==> config.mk <==
export PLATFORM = sky130hd
export DESIGN_NAME = pipe_hazard_ctrl
export DESIGN_NICKNAME = d
export VERILOG_FILES = /design/src/rtl/pipe_ctrl_pkg.sv /design/src/rtl/hazard_detect.sv /design/src/rtl/pipe_hazard_ctrl.sv
export SDC_FILE = /design/constraint.sdc
export NUM_CORES = 1
export LEC_CHECK = 0
export BUFFER_PORTS_ARGS = -buffer_cell sky130_fd_sc_hd__buf_2
export CORE_UTILIZATION = 46
export DETAILED_ROUTE_END_ITERATION = 6
export PLACE_DENSITY_LB_ADDON = 0.12
export SKIP_LAST_GASP = 1
export SLEW_MARGIN = 20
export SYNTH_ARGS = -nofsm -noshare
export SYNTH_HDL_FRONTEND = slang
export SYNTH_SLANG_ARGS = --single-unit
==> constraint.sdc <==
create_clock -name clk -period 2.1 [get_ports clk]
set_input_delay 0.42 -clock clk [delete_from_list [all_inputs] [get_ports clk]]
set_output_delay 0.42 -clock clk [all_outputs]
set_load 0.03 [all_outputs]
==> src/rtl/pipe_ctrl_pkg.sv <==
// Shared types and constants for the pipeline hazard/sequencing controller.
// Output bundles are named so the FSM reads as a table of pipeline actions.
package pipe_ctrl_pkg;

  localparam int REG_W = 3;

  typedef enum logic [1:0] {
    RUN      = 2'd0,
    LU_STALL = 2'd1,
    FLUSH    = 2'd2,
    HALT     = 2'd3
  } pc_state_t;

  typedef struct packed {
    logic pc_en;
    logic if_id_en;
    logic if_id_flush;
    logic id_ex_en;
    logic id_ex_flush;
  } ctrl_out_t;

  localparam ctrl_out_t CTRL_RUN    = '{pc_en: 1'b1, if_id_en: 1'b1, if_id_flush: 1'b0,
                                        id_ex_en: 1'b1, id_ex_flush: 1'b0};
  localparam ctrl_out_t CTRL_RESET  = '{pc_en: 1'b0, if_id_en: 1'b0, if_id_flush: 1'b1,
                                        id_ex_en: 1'b0, id_ex_flush: 1'b1};
  localparam ctrl_out_t CTRL_FREEZE = '{pc_en: 1'b0, if_id_en: 1'b0, if_id_flush: 1'b0,
                                        id_ex_en: 1'b0, id_ex_flush: 1'b0};
  localparam ctrl_out_t CTRL_HALT   = '{pc_en: 1'b0, if_id_en: 1'b1, if_id_flush: 1'b1,
                                        id_ex_en: 1'b1, id_ex_flush: 1'b1};
  localparam ctrl_out_t CTRL_BRANCH = '{pc_en: 1'b1, if_id_en: 1'b1, if_id_flush: 1'b1,
                                        id_ex_en: 1'b1, id_ex_flush: 1'b1};
  localparam ctrl_out_t CTRL_STALL  = '{pc_en: 1'b0, if_id_en: 1'b0, if_id_flush: 1'b0,
                                        id_ex_en: 1'b1, id_ex_flush: 1'b1};
  localparam ctrl_out_t CTRL_FLUSH  = '{pc_en: 1'b1, if_id_en: 1'b1, if_id_flush: 1'b1,
                                        id_ex_en: 1'b1, id_ex_flush: 1'b0};

  // Width of a down-counter that must hold n-1; never narrower than one bit.
  function automatic int cnt_w(input int n);
    return (n > 1) ? $clog2(n) : 1;
  endfunction

endpackage

==> src/rtl/hazard_detect.sv <==
// Load-use comparator: ID-stage sources against the destination of a load in EX.
// Register 0 is compared like any other register.
module hazard_detect
  import pipe_ctrl_pkg::*;
(
  input  logic [REG_W-1:0] id_reg1,
  input  logic [REG_W-1:0] id_reg2,
  input  logic             id_uses1,
  input  logic             id_uses2,
  input  logic             ex_read_mem,
  input  logic             ex_write_reg,
  input  logic [REG_W-1:0] ex_dest,
  output logic             hazard
);

  logic match1;
  logic match2;

  assign match1 = id_uses1 && (id_reg1 == ex_dest);
  assign match2 = id_uses2 && (id_reg2 == ex_dest);
  assign hazard = ex_read_mem && ex_write_reg && (match1 || match2);

endmodule

==> src/rtl/pipe_hazard_ctrl.sv <==
// Pipeline sequencer: load-use stalls, branch squash, memory-wait freeze and HALT parking.
// Outputs are combinational from the current state and this cycle's inputs.
module pipe_hazard_ctrl
  import pipe_ctrl_pkg::*;
#(
  parameter int FLUSH_CYCLES = 2,
  parameter int LOAD_STALLS  = 1,
  parameter int CNT_W        = 16
) (
  input  logic             clk,
  input  logic             reset,
  input  logic [REG_W-1:0] id_reg1,
  input  logic [REG_W-1:0] id_reg2,
  input  logic             id_uses1,
  input  logic             id_uses2,
  input  logic             ex_read_mem,
  input  logic             ex_write_reg,
  input  logic [REG_W-1:0] ex_dest,
  input  logic             ex_branch_taken,
  input  logic             ex_halt,
  input  logic             mem_busy,
  output logic             pc_en,
  output logic             if_id_en,
  output logic             if_id_flush,
  output logic             id_ex_en,
  output logic             id_ex_flush,
  output logic             halted,
  output logic [CNT_W-1:0] stall_cnt
);

  localparam int FC_W = cnt_w(FLUSH_CYCLES);
  localparam int LC_W = cnt_w(LOAD_STALLS);

  pc_state_t        state_q, state_d;
  logic [FC_W-1:0]  fcnt_q, fcnt_d;
  logic [LC_W-1:0]  lcnt_q, lcnt_d;
  logic [CNT_W-1:0] stall_cnt_q, stall_cnt_d;
  ctrl_out_t        ctrl;
  logic             halted_c;
  logic             hazard;

  hazard_detect u_hazard_detect (
    .id_reg1      (id_reg1),
    .id_reg2      (id_reg2),
    .id_uses1     (id_uses1),
    .id_uses2     (id_uses2),
    .ex_read_mem  (ex_read_mem),
    .ex_write_reg (ex_write_reg),
    .ex_dest      (ex_dest),
    .hazard       (hazard)
  );

  always_comb begin
    // NOTE: every variable gets a default first so no path leaves it unassigned (no latches).
    state_d  = state_q;
    fcnt_d   = fcnt_q;
    lcnt_d   = lcnt_q;
    ctrl     = CTRL_RUN;
    halted_c = 1'b0;

    if (reset) begin
      ctrl = CTRL_RESET;
    end else begin
      unique case (state_q)
        RUN: begin
          if (ex_halt) begin
            ctrl    = CTRL_HALT;
            state_d = HALT;
          end else if (ex_branch_taken) begin
            ctrl = CTRL_BRANCH;
            if (FLUSH_CYCLES > 1) begin
              state_d = FLUSH;
              fcnt_d  = FC_W'(FLUSH_CYCLES - 1);
            end
          end else if (mem_busy) begin
            ctrl = CTRL_FREEZE;
          end else if (hazard) begin
            ctrl = CTRL_STALL;
            if (LOAD_STALLS > 1) begin
              state_d = LU_STALL;
              lcnt_d  = LC_W'(LOAD_STALLS - 1);
            end
          end
        end
        // The load is still waiting in EX, so a memory wait simply holds the bubble count.
        LU_STALL: begin
          if (mem_busy) begin
            ctrl = CTRL_FREEZE;
          end else begin
            ctrl   = CTRL_STALL;
            lcnt_d = lcnt_q - 1'b1;
            if (lcnt_q == LC_W'(1)) state_d = RUN;
          end
        end
        FLUSH: begin
          if (mem_busy) begin
            ctrl = CTRL_FREEZE;
          end else begin
            ctrl   = CTRL_FLUSH;
            fcnt_d = fcnt_q - 1'b1;
            if (fcnt_q == FC_W'(1)) state_d = RUN;
          end
        end
        HALT: begin
          ctrl     = CTRL_FREEZE;
          halted_c = 1'b1;
        end
        default: state_d = RUN;
      endcase
    end

    stall_cnt_d = stall_cnt_q;
    if (!ctrl.pc_en && (stall_cnt_q != {CNT_W{1'b1}})) stall_cnt_d = stall_cnt_q + 1'b1;
  end

  // NOTE: sequential state uses non-blocking assignments so all flops update together.
  always_ff @(posedge clk) begin
    if (reset) begin
      state_q     <= RUN;
      fcnt_q      <= '0;
      lcnt_q      <= '0;
      stall_cnt_q <= '0;
    end else begin
      state_q     <= state_d;
      fcnt_q      <= fcnt_d;
      lcnt_q      <= lcnt_d;
      stall_cnt_q <= stall_cnt_d;
    end
  end

  assign pc_en       = ctrl.pc_en;
  assign if_id_en    = ctrl.if_id_en;
  assign if_id_flush = ctrl.if_id_flush;
  assign id_ex_en    = ctrl.id_ex_en;
  assign id_ex_flush = ctrl.id_ex_flush;
  assign halted      = halted_c;
  assign stall_cnt   = stall_cnt_q;

endmodule

==> key figures, run 1 <==
Min path
  – Hold Path Sink: state_q[0]
  – Hold Crit Class: input port to register
  – Hold Path Depth: 3
  – Hold Crit Start: ex_halt

Pwr
  – Maximum vdd drop: 0.704 mV
  – Clock power frac: 0.142
  – Tot Pwr: 1660 uW
  – Reg power frac: 0.274
  – Power Density: 847 nW/um2
  – Switching portion of total power: 0.411
  – Switch Pwr: 682 uW
  – Comb power frac: 0.584
  – P_int: 976 uW
  – Static leakage: 0.000848 uW

Placement
  – Post-DP HPWL: 2.55 mm
  – Routability cong.: 0.869
  – I/O Buffers: 39

Yosys
  – Syn_area_per_cell: 8.25 um2
  – Synthesized Nets: 182
  – Syn Inst Count: 159
  – Sequential-to-total area share from yosys stat: 0.305
  – Synth warn: 0
  – Ys async rst share: 0
  – EDFF count, synth: 0
  – Cell area after synthesis: 1310 um2
  – Dominant synthesized flop cell: dfxtp_1
  – Netlist cell types: 44
  – Yosys reg bits: 20

Finish
  – Synthesis-to-layout area growth: 49.1%
  – FILL cells: 217
  – Layout cells sized above 1: 0.463
  – Sequential cell area: 405 um2
  – Area occupied by multi-input gates: 1000 um2
  – NumNets Final: 253
  – Antenna Cells: 0

Timing
  – Setup tns final: -0.150 ns
  – Final setup violation count: 5
  – Post-route setup slack: -0.0732 ns
  – Final hold vios: 0
  – Actual slew at the worst max-slew pin: 0.318 ns
  – Worst Skew: 0.00150 ns
  – Headroom to the max-slew limit: 0.787
  – FMAX: 0.460 GHz
  – Post-layout min period: 2.17 ns
  – Tcrit/Tclk final: 1.03
  – Pins Over Slew Limit: 0
  – RSZ-0062 raised after global routing: yes

Clocking
  – Maximum root-to-sink buffer count: 2
  – H-tree depth: 1
  – Number of sinks on the clock net: 20
  – Clk slew on worst S/H paths: 0.12 ns
  – Cts bufs inserted: 3
  – TritonCTS clock tree: built
  – Clock latency on the worst-skew pair: 0.30 ns
  – CTS Hold Bufs: 0
  – Root Driver: clkbuf_4

Critical path
  – Setup crit start kind: register
  – Crit. Startpoint: state_q[1]
  – Register-to-Register Path Depth: 9
  – Worst path bufs/invs: 2
  – Crit-path leading delay family: compound AO/OA/AOI/OAI gates
  – Worst setup EP type: output pin
  – Worst setup path class: register to output pin
  – Worst Path Arrival: 1.75 ns
  – R2r setup slk: -0.01 ns
  – Critical R2R Capture: stall_cnt[2]
  – Crit-path cells: inv_2, ha_4, or2b_1, a211oi_2, nor2_1, a21oi_2, buf_6
  – CP Data Required Time: 1.68 ns
  – Max incr delay on CP: 0.34 ns
  – Reg-to-Reg Start: stall_cnt[10]
  – Critical-path top delay cell: dfxtp_2
  – Crit path max fanout: 4

Drt
  – DRC viols: 0
  – Wire per inst: 14.9 um
  – Iter 0 DRT Violations: 65
  – Routed wire length: 3.87 mm
  – Vias/cell: 5.72
  – ANT nets after route: 0
  – Total number of vias: 1487
  – First-pass DRT Iterations: 4

GRT
  – Initial antenna violation count: 0
  – Vias in the first global route: 1361
  – Largest net degree at the start of global routing: 21
  – First-pass GRT wire length: 5.84 mm
  – Congestion Overflow GR: 0
  – Global Route Usage Sum: 0.234

Floorplan
  – Area of the die: 3070 um2
  – Die X: 55.4 um
  – Starting density of the core: 0.480
  – Die Ht: 55.4 um
  – FP Rows: 19
  – Io pins: 40
  – Core area: 2730 um2

Status
  – Status: complete, but fails checks
  – Failing checks: negative setup slack

Run
  – Max Cap Viol: 0
## flip-flops by register name (all words and copies together) (netlist names)
name and count:
stall_cnt 16, state_q 2, fcnt_q 1, lcnt_q 1
## layer usage
layer  routed length, um  track usage  up-vias
met4                  83       0.0929        0
met2                2150        0.444       55
met3                 154       0.0304       12
li1                    -            -      717
met5                   0            0        -
met1                1480        0.259      703
## power by group through the flow
stage / clock network (uW) / registers, uW / logic [uW]
5_1_grt: 257 / 460 / 1040
6_report: 235 / 455 / 968
3_3_place_gp: 0 / 454 / 676
3_5_place_dp: 0 / 457 / 695
4_1_cts: 239 / 453 / 767
2_1_floorplan: 0 / 503 / 443
## what timing repair did
action | CTS | global route
pin swaps | 3 | 14
setup buffers | 4 | 6
cloned | 0 | 2
resized for setup | 10 | 29
endpoints found under the setup margin | 4 | 15
## kinds of logic after synthesis
logic type,share of synthesized area
compound gates,0.185
xor+xnor,0.0801
fa+ha+maj,0.0477
buf+inv,0.0353
flops,0.305
mux,0.0162
simple gates,0.331
## area by class of cell
type,instances,area share
multi-input combinational,132,0.513
timing repair buffer,69,0.233
sequential,20,0.207
tap,31,0.0198
clock buffer,4,0.0185
inverter,4,0.00767
## worst min-delay path, delay by kind of cell
| family | cells | cell delay [ns] |
|---|---|---|
| buffers and inverters | 1 | 0.13 |
| and+or+nand+nor | 1 | 0.10 |
| AOI/OAI and AO/OA | 1 | 0.06 |
## worst max-delay path by stage
stage | to | slack [ns] | cells after the start
5_1_grt | pc_en | -0.21 | 7
3_3_place_gp | stall_cnt[12] | 0.06 | 9
3_5_place_dp | stall_cnt[15] | 0.04 | 8
2_1_floorplan | stall_cnt[12] | 0.06 | 9
4_1_cts | stall_cnt[9] | -0.08 | 9
6_report | pc_en | -0.07 | 7
## layout by cell type, fill, tap and decap left out, types with 3 or more instances in the layout
cell      instances
clkbuf_4          3
o31ai_1           3
nor2_1           12
o21ai_0           7
nand3_1           6
ha_1              3
a21oi_1          14
buf_6             7
nor2b_1           8
nand4_1           6
xnor2_1          10
dfxtp_2           4
buf_4            27
buf_2            35
nand2b_1          3
nand2_1          10
dfxtp_1          16
or3_1             4
or4_1             4
## stage by stage
| stage | instance area, um2 | cells | util | setup WS (ns) | hold WS [ns] |
|---|---|---|---|---|---|
| after detailed placement | 1680 | 244 | 0.613 | 0.0367 | 0.503 |
| after global routing | 1960 | 260 | 0.716 | -0.205 | 0.427 |
| after floorplan | 1320 | 159 | - | 0.0559 | 0.466 |
| final | 1960 | 260 | 0.716 | -0.0732 | 0.431 |
| after CTS | 1770 | 252 | 0.648 | -0.0816 | 0.410 |
| after global placement | 1680 | 244 | 0.613 | 0.0630 | 0.498 |
## cells in the mapped netlist, drive strengths merged, types with 5 or more instances
cell,count,share of area
o21ai,8,0.030
a21oi,17,0.065
nand2,13,0.037
nand4,7,0.038
nor2,14,0.046
nor2b,8,0.038
nand3,7,0.036
xnor2,10,0.067
buf,5,0.024
dfxtp,20,0.31
ha,5,0.048
(Power assumes the default switching activity.)
==> run 2, diff against run 1 <==
--- a/config.mk
+++ b/config.mk
@@ -6,6 +6,7 @@
 export NUM_CORES = 1
 export LEC_CHECK = 0
 export BUFFER_PORTS_ARGS = -buffer_cell sky130_fd_sc_hd__buf_2
+export CORE_ASPECT_RATIO = 0.5
 export CORE_UTILIZATION = 46
 export DETAILED_ROUTE_END_ITERATION = 6
 export PLACE_DENSITY_LB_ADDON = 0.12
==> constraint.sdc (replaced) <==
create_clock -name clk -period 2.1 [get_ports clk]
set_input_delay 0.21 -clock clk [delete_from_list [all_inputs] [get_ports clk]]
set_output_delay 0.21 -clock clk [all_outputs]
set_load 0.03 [all_outputs]
==> run 2 against run 1 <==
The flow now finishes without violations. Clock skew increased by 0.0052 ns. Combinational power shrank 25%. Clock-buffer cell count decreased by 1. Sequential power up 3%. Final cell count down 5.4%. Clock power up 69%. Utilization shrank 5.7 points. Hold slack worse by 0.17 ns. First-iteration DRC count up 17%. Non-clock buffer count decreased by 18. Global-route usage decreased by 1.4 points. Final area decreased by 11%. Highest routed layer unchanged.
==> key figures, run 2 (synthesized netlist as in run 1, its figures left out) <==
Floorplan
  – Starting density of the core: 0.495
  – FP Rows: 13
  – Io pins: 40
  – Die Ht: 39.8 um
  – Die X: 77.5 um
  – Core area: 2650 um2
  – Area of the die: 3080 um2

Timing
  – Actual slew at the worst max-slew pin: 0.454 ns
  – FMAX: 0.498 GHz
  – Final hold vios: 0
  – Post-layout min period: 2.01 ns
  – Tcrit/Tclk final: 0.957
  – Worst Skew: 0.00672 ns
  – Pins Over Slew Limit: 0
  – Headroom to the max-slew limit: 0.697
  – RSZ-0062 raised after global routing: yes
  – Final setup violation count: 0
  – Final hold slack: 0.265 ns

GRT
  – Met3 Resource Use GR: 0.0651
  – Initial antenna violation count: 0
  – Vias in the first global route: 1106
  – M1 GR Usage: 0.274
  – First-pass GRT wire length: 5.00 mm
  – Largest net degree at the start of global routing: 19
  – Global Route Usage Sum: 0.220
  – Met2 usage: 0.374
  – Congestion Overflow GR: 0
  – Gr busiest metal: met2

Critical path
  – CP Data Required Time: 1.89 ns
  – Crit path max fanout: 5
  – Worst setup path class: register to output pin
  – Worst setup EP type: output pin
  – Worst Path Arrival: 1.80 ns
  – Reg-to-Reg Start: state_q[1]
  – Worst path bufs/invs: 2
  – Crit-path cells: inv_2, ha_4, or2b_1, a211oi_4, nor2_1, a21oi_2, buf_6
  – Crit-path leading delay family: compound AO/OA/AOI/OAI gates
  – Setup crit start kind: register
  – Critical-path top delay cell: dfxtp_2
  – Crit. Startpoint: state_q[0]
  – Max incr delay on CP: 0.33 ns

Pwr
  – Switching portion of total power: 0.371
  – Comb power frac: 0.457
  – Clock power frac: 0.249
  – Switch Pwr: 590 uW
  – Power Density: 910 nW/um2
  – P_int: 1000 uW
  – Reg power frac: 0.294
  – Maximum vdd drop: 0.545 mV
  – Static leakage: 0.000741 uW
  – Tot Pwr: 1590 uW

Finish
  – Synthesis-to-layout area growth: 33.2%
  – Most common cell after layout, fill and taps aside: buf_2
  – Layout cells sized above 1: 0.349
  – Commonest cells after routing, fill and taps aside: buf_2 (36), a21oi_1 (16), dfxtp_1 (16)
  – Max reg flops: 16
  – Antenna Cells: 0
  – Fin area: 1750 um2
  – NumNets Final: 233

Drt
  – Vias/cell: 5.37
  – First-pass DRT Iterations: 4
  – Total number of vias: 1321
  – Iter 0 DRT Violations: 76
  – DRC viols: 0
  – ANT nets after route: 0
  – Routed wire length: 3.22 mm
  – Wire per inst: 13.1 um

Placement
  – Placed Instance Area: 1610 um2
  – Post-DP HPWL: 2.34 mm
  – I/O Buffers: 39
  – Routability cong.: 0.808

Clocking
  – Clock latency on the worst-skew pair: 0.27 ns
  – Root Driver: clkbuf_8
  – Number of sinks on the clock net: 20
  – H-tree depth: 1
  – Cts bufs inserted: 3
  – TritonCTS clock tree: built
  – CTS Hold Bufs: 0
  – Maximum root-to-sink buffer count: 2
  – Clk slew on worst S/H paths: 0.08 ns

Min path
  – Hold Crit Class: input port to register
  – Hold Crit Start: ex_halt

Run
  – Max Cap Viol: 0

Status
  – Status: completed
==> run 2: cell types whose count changed in the layout (fill, tap and decap cells not counted), sizes merged <==
| cell | change |
|---|---|
| buf | -18 |
| nor2 | -2 |
| bufinv | +1 |
| clkbuf | -1 |
==> run 2: power by group through the flow <==
stage | Sequential [uW] | Clock (uW) | Combinational (uW)
floorplan | 503 | 0 | 440
global placement | 467 | 0 | 642
detailed placement | 470 | 0 | 651
CTS | 461 | 399 | 666
global route | 474 | 411 | 793
finish | 467 | 396 | 727
==> run 2: worst paths after layout <==
| path | to | slack, ns | cells after the start |
|---|---|---|---|
| worst max-delay path | pc_en | 0.09 | 7 |
| worst min-delay path | state_q[0] | 0.27 | 3 |
| worst max register to register | stall_cnt[11] | 0.15 | 8 |
| worst min register to register | fcnt_q | 0.51 | 2 |
==> run 2: metal layers <==
metal	vias up	routed length (um)	part of all wire
li1	672	-	-
met3	4	168	0.052
met1	612	1540	0.48
met5	-	0	0
met4	0	35	0.011
met2	33	1470	0.46
==> run 2: cell type report <==
cell class | instances | area [um2]
Fill cell | 226 | 903
Tap cell | 37 | 46.3
Inverter | 4 | 15.0
Clock inverter | 1 | 30.0
Timing Repair Buffer | 51 | 300
Multi-Input combinational cell | 130 | 910
Clock buffer | 3 | 41.3
Sequential cell | 20 | 405
==> run 2: per-stage QoR <==
step | TNS, ns | worst slack (ns) | instances | util
after global routing | -0.00517 | -0.00517 | 246 | 0.659
after global placement | 0 | 0.0862 | 241 | 0.608
final | 0 | 0.0902 | 246 | 0.659
after detailed placement | 0 | 0.0342 | 241 | 0.608
after floorplan | 0 | 0.0559 | 159 | -
after CTS | 0 | 0.00867 | 245 | 0.638
==> run 2: what timing repair did <==
item | in CTS | in global routing
buffers inserted | 0 | 1
endpoints found under the setup margin | 2 | 13
pin swaps | 0 | 2
endpoints found under the hold margin | 0 | 0
resized for setup | 2 | 15
==> run 2: worst reg2reg max path, delay by kind of cell, from the launching register on <==
| kind | cells | cell delay (ns) |
|---|---|---|
| DFF | 1 | 0.33 |
| adders and majority gates | 1 | 0.19 |
| AOI/OAI and AO/OA | 2 | 0.22 |
| and+or+nand+nor | 4 | 1.02 |
| buffers and inverters | 1 | 0.14 |
